File: src/rtl/seg7_scan_driver.sv
// Four-digit common-anode seven-segment scanner with a double-buffered load port.
// New display contents are swapped in only at a frame boundary, so a frame never mixes old and new digits.
module seg7_scan_driver #(
  parameter int PRESCALE_BITS = 17,
  parameter int BLANK_CYCLES  = 16
) (
  input  logic        CLK100MHZ,
  input  logic        RESET,
  input  logic [15:0] VALUE,
  input  logic [3:0]  DOTS,
  input  logic [3:0]  DIGIT_EN,
  input  logic        LOAD,
  output logic        LOAD_READY,
  output logic [3:0]  AN,
  output logic [6:0]  SEG,
  output logic        DP,
  output logic        FRAME_TICK
);

  localparam logic [PRESCALE_BITS-1:0] BLANK_P = PRESCALE_BITS'(BLANK_CYCLES);

  logic [PRESCALE_BITS-1:0] cnt_p0;
  logic [1:0]               idx_p0;
  logic [15:0]              act_value;
  logic [15:0]              shd_value;
  logic [3:0]               act_dots;
  logic [3:0]               shd_dots;
  logic [3:0]               act_en;
  logic [3:0]               shd_en;
  logic                     pending;

  logic                     slot_end_p0;
  logic                     frame_end_p0;
  logic                     load_acc;
  logic                     lit_p0;
  logic [3:0]               nib_p0;

  logic [3:0]               an_p1;
  logic [6:0]               seg_p1;
  logic                     dp_p1;
  logic                     tick_p1;

  function automatic logic [6:0] dec7(input logic [3:0] nib);
    logic [6:0] s;
    case (nib)
      4'h0: s = 7'h40;
      4'h1: s = 7'h79;
      4'h2: s = 7'h24;
      4'h3: s = 7'h30;
      4'h4: s = 7'h19;
      4'h5: s = 7'h12;
      4'h6: s = 7'h02;
      4'h7: s = 7'h78;
      4'h8: s = 7'h00;
      4'h9: s = 7'h10;
      4'hA: s = 7'h08;
      4'hB: s = 7'h03;
      4'hC: s = 7'h46;
      4'hD: s = 7'h21;
      4'hE: s = 7'h06;
      default: s = 7'h0E;
    endcase
    return s;
  endfunction

  // Stage p0: prescaler, digit index and the decode inputs for the current slot
  always_comb begin
    slot_end_p0  = (cnt_p0 == {PRESCALE_BITS{1'b1}});
    frame_end_p0 = slot_end_p0 && (idx_p0 == 2'd3);
    load_acc     = LOAD && !pending;
    lit_p0       = (cnt_p0 >= BLANK_P) && act_en[idx_p0];
    nib_p0       = act_value[{idx_p0, 2'b00} +: 4];
  end

  always_ff @(posedge CLK100MHZ) begin
    if (RESET) begin
      cnt_p0 <= '0;
      idx_p0 <= 2'd0;
    end else begin
      cnt_p0 <= cnt_p0 + 1'b1;
      if (slot_end_p0) idx_p0 <= idx_p0 + 2'd1;
    end
  end

  // A load taken on the frame_end cycle cannot be swapped in on that same edge: pending was 0 then.
  always_ff @(posedge CLK100MHZ) begin
    if (RESET) begin
      shd_value <= '0;
      shd_dots  <= '0;
      shd_en    <= '0;
      act_value <= '0;
      act_dots  <= '0;
      act_en    <= '0;
      pending   <= 1'b0;
    end else if (load_acc) begin
      shd_value <= VALUE;
      shd_dots  <= DOTS;
      shd_en    <= DIGIT_EN;
      pending   <= 1'b1;
    end else if (frame_end_p0 && pending) begin
      act_value <= shd_value;
      act_dots  <= shd_dots;
      act_en    <= shd_en;
      pending   <= 1'b0;
    end
  end

  // Stage p1: registered pin drivers
  always_ff @(posedge CLK100MHZ) begin
    if (RESET) begin
      an_p1   <= 4'hF;
      seg_p1  <= 7'h7F;
      dp_p1   <= 1'b1;
      tick_p1 <= 1'b0;
    end else begin
      tick_p1 <= frame_end_p0;
      if (lit_p0) begin
        an_p1  <= ~(4'b0001 << idx_p0);
        seg_p1 <= dec7(nib_p0);
        dp_p1  <= ~act_dots[idx_p0];
      end else begin
        an_p1  <= 4'hF;
        seg_p1 <= 7'h7F;
        dp_p1  <= 1'b1;
      end
    end
  end

  assign AN         = an_p1;
  assign SEG        = seg_p1;
  assign DP         = dp_p1;
  assign FRAME_TICK = tick_p1;
  assign LOAD_READY = ~pending;

endmodule

File: config.mk
export PLATFORM = sky130hd
export DESIGN_NAME = seg7_scan_driver
export DESIGN_NICKNAME = d
export VERILOG_FILES = /design/src/rtl/seg7_scan_driver.sv
export SDC_FILE = /design/constraint.sdc
export NUM_CORES = 1
export LEC_CHECK = 0
export CORE_AREA = 2 2 87 130
export CTS_CLUSTER_DIAMETER = 120
export DETAILED_ROUTE_END_ITERATION = 7
export DIE_AREA = 0 0 89 132
export PLACE_DENSITY = 0.5
export SLEW_MARGIN = 20
export SYNTH_ARGS = -nofsm -noshare
export SYNTH_HDL_FRONTEND = slang
export SYNTH_SLANG_ARGS = --single-unit
File: constraint.sdc
create_clock -name CLK100MHZ -period 2.6 [get_ports CLK100MHZ]
set_input_delay 0.26 -clock CLK100MHZ [delete_from_list [all_inputs] [get_ports CLK100MHZ]]
set_output_delay 0.26 -clock CLK100MHZ [all_outputs]
set_load 0.01 [all_outputs]
==> metrics.md <==
| Metric | Value |
|---|---|
| Top-count cell post-synth | `nand2_1` |
| Pleak | `1.503 nW` |
| Worst-margin pin slew | `approximately 0.8 ns` |
| Leading area contributor after synthesis | `dfxtp_1` |
| I/O Pins | `slightly above 40` |
| Worst-Skew Late Latency | `0.34 ns` |
| Synth Net Count | `426` |
| Min-Delay Path Class | `in -> reg` |
| IO Port Bufs | `40` |
| Avg WL per Cell | `12.02 um` |
| Ys async rst share | `0` |
| CTS Buffer Depth | `2` |
| Max-slew violation count | `0` |
| Setup violators final | `0` |
| Worst relative slew slack | `0.4795` |
| Hold_ws | `0.2815 ns` |
| Layout cells sized above 1 | `0.08411` |
| CTS Buf Count | `9` |
| EDFF count, synth | `0` |
| Hold_sp | `RESET` |
| Cts repair resizes | `0` |
| PwrDens | `625.4 nW/um2` |
| Layout area overhead | `24.45%` |
| Crit path DAT | `2.47 ns` |
| CTS clk-pin slew, worst paths | `roughly 0.060 ns` |
| Combinational share of power | `0.042` |
| Die width | `around 89 um` |
| Slowest CP cell | `dfxtp_1` |
| Final period util | `0.8456` |
| CTS H-tree depth | `3` |
| Crit-path leading delay family | `simple AND/OR/NAND/NOR gates` |
| Max Cap Viol | `0` |
| Seq/Total Area, Yosys | `0.4723` |
| TNS Setup | `0 ns` |
| FF-to-FF path depth | `9` |
| Worst R2R Setup Slack | `around 0.4 ns` |
| GR Util All Layers | `0.1276` |
| Final hold violations | `0` |
| Delay of the slowest cell on the worst path | `0.39 ns` |
| Predominant post-synthesis flop cell | `dfxtp_1` |
| Sink Count | `81` |
| Outcome | `finished, final reports clean` |
| Row cnt | `46` |
| Post-CTS Setup Repair Bufs | `0` |
| RR Endpoint | `act_value[9]` |
| WP depth | `9` |
| CP required | `2.87 ns` |
| # diodes | `0` |
| Fmax | `454.9 MHz` |
| Initial core utilization | `0.3242` |
| Sw frac | `0.2241` |
| Initial antenna violation count | `0` |
| FILL cells | `about 1100` |
| First-pass GRT wire length | `11.85 mm` |
| Vias in the first global route | `~2600` |
| RSZ-0062 raised after global routing | `false` |
| Commonest cells in the synthesized netlist | `111 x nand2_1, 81 x dfxtp_1, 50 x a21oi_1, 23 x nor2_1, 15 x clkbuf_1` |
| VDD IR-drop max | `0.3402 mV` |
| DRC viols | `0` |
| Hold EP | `cnt_p0[0]` |
| P_int | `between 0.002 and 0.0025 W` |
| Crit-path cells | `ha_1, nand4_1, nor4_1, ha_1, nand2_1, nor2_1, buf_4, nand2_1, a21oi_1` |
| P_sw | `between 0.0005 and 0.0006 W` |
| Worst Setup Path Type | `reg -> reg` |
| Final wirelength | `6.877 mm` |
| Drt pass-1 iters | `4` |
| Total gr overflow | `0` |
| Worst setup SP type | `register` |
| Clk_skew | `0.005814 ns` |
| Vert. Die Dim | `132 um` |
| Clock power share | `0.477` |
| Post-detailed-route count of antenna-violating nets | `0` |
| CTS tree | `built` |
| Largest net degree at the start of global routing | `57` |
| Initial DRC Count | `88` |
| Period minus WS final | `2.198 ns` |
| Reg area | `roughly 1600 um2` |
| Core area | `10590 um2` |
| Reg2reg start | `cnt_p0[0]` |
| CP endpoint kind | `register` |
| Sequential Power Share | `0.481` |
| Avg Inst Size Synth | `8.895 um2` |
| CTS Hold Buffers Added | `0` |
| Netlist cell types | `43` |
| CTS root buffer | `clkbuf_16` |
| Mapped Cells | `~390` |
| Hold path cells | `2` |
| Area of the multi-input gates | `1693 um2` |
| Nets@finish | `463` |
| Area contributors post-synth | `dfxtp_1 47%, nand2_1 12%, a21oi_1 7.3%, ha_1 4.7%, mux4_1 3.1%` |
| Worst path bufs/invs | `1` |
| Yosys top cell area share | `0.4723` |
| Dpl hpwl | `4.902 mm` |
| YS warnings | `0` |
| Via count | `2632` |
| Final Wtd Congestion | `0.7866` |
| Worst Path Max Fanout | `25` |
| Synth Cell Area | `3433 um2` |
| Post-synthesis register bit count | `about 80` |
| Vias per Instance | `around 4.6` |
| Die ar. | `11750 um2` |
[cells by family (layout without fill, tap and decap cells)]
group / count (synthesis) / count (layout) / synth area share
AOI/OAI and AO/OA: 62 / 62 / 0.1101
xor gates and xnor gates: 14 / 14 / 0.03571
adders and majority gates: 13 / 13 / 0.04738
buffers and inverters: 29 / 71 / 0.03462
DFF: 81 / 81 / 0.4723
muxes: 18 / 18 / 0.08273
and+or+nand+nor: 169 / 169 / 0.2172
[how the worst max path moves through the flow]
| stage | start | end | slack, ns |
|---|---|---|---|
| 6_report | cnt_p0[0] | act_value[9] | 0.40 |
| 2_1_floorplan | cnt_p0[0] | act_value[11] | 0.41 |
| 3_5_place_dp | cnt_p0[0] | act_value[9] | 0.37 |
| 5_1_grt | cnt_p0[1] | act_en[2] | 0.05 |
| 3_3_place_gp | cnt_p0[0] | act_value[9] | 0.41 |
| 4_1_cts | cnt_p0[0] | act_value[3] | 0.36 |
[registers in the layout (all words and copies together) (netlist names)]
signal	flops
cnt_p0	17
act_value	16
shd_value	16
SEG	7
AN	4
act_dots	4
act_en	4
shd_dots	4
shd_en	4
idx_p0	2
DP	1
FRAME_TICK	1
pending	1
[cells in the final DEF, fill, tap and decap left out, types with 2 or more instances in the layout]
cell type          n
ha_1              13
inv_1              9
mux2_4             2
clkdlybuf4s50_1   39
nor2_1            23
dfxtp_1           81
nand2_1          111
nor4_1             4
o221ai_1           3
mux2_2             2
xnor2_1           10
clkbuf_16          9
buf_4              6
and2_1             2
nor2b_1            4
mux4_1             4
mux2i_1            7
nand3_1            7
nor3_1             7
nand4_1            2
o211ai_1           2
clkinvlp_4         3
xor2_1             4
a21oi_1           50
clkinv_4           2
[routing by layer]
| metal | vias up | GRT usage | routed length [um] |
|---|---|---|---|
| met1 | 1203 | 0.1529 | 3044 |
| met3 | 11 | 0.03319 | 241 |
| met2 | 44 | 0.2098 | 3439 |
| met4 | 0 | 0.05804 | 151 |
| li1 | 1374 | - | - |
| met5 | - | 0 | 0 |
[stage by stage]
step	cell area (um2)	util	instances	setup WS, ns	total power [W]
floorplan	3433	-	386	0.4129	0.001369
global placement	3969	0.3748	556	0.4144	0.001428
detailed placement	3969	0.3748	556	0.3723	0.001429
CTS	4273	0.4035	572	0.3566	0.002712
global route	4273	0.4035	572	0.05122	0.002775
finish	4273	0.4035	572	0.4015	0.002672
[power groups by stage]
stage               registers [W]  logic (W)  clock network (W)
finish                    0.00128   0.000113            0.00127
global route              0.00129   0.000127            0.00136
CTS                       0.00129   0.000116            0.00131
detailed placement        0.00131   0.000116                  0
global placement          0.00131   0.000115                  0
floorplan                 0.00131  0.0000617                  0
[layout make-up]
class,count,area share
multi-input cells,276,0.3962
flip-flops and latches,81,0.3795
repair buffers,46,0.1031
clock buffers,9,0.05271
well taps,144,0.04217
clock inverters,7,0.01845
inverters,9,0.007906
[worst register-to-register path: cells and delay by family (launching register included)]
family | cells | cell delay, ns
DFF | 1 | 0.39
AOI/OAI and AO/OA | 1 | 0.12
and+or+nand+nor | 5 | 0.82
buffers and inverters | 1 | 0.27
adders and majority gates | 2 | 0.53
No activity file was read; power rests on OpenSTA's default activity.
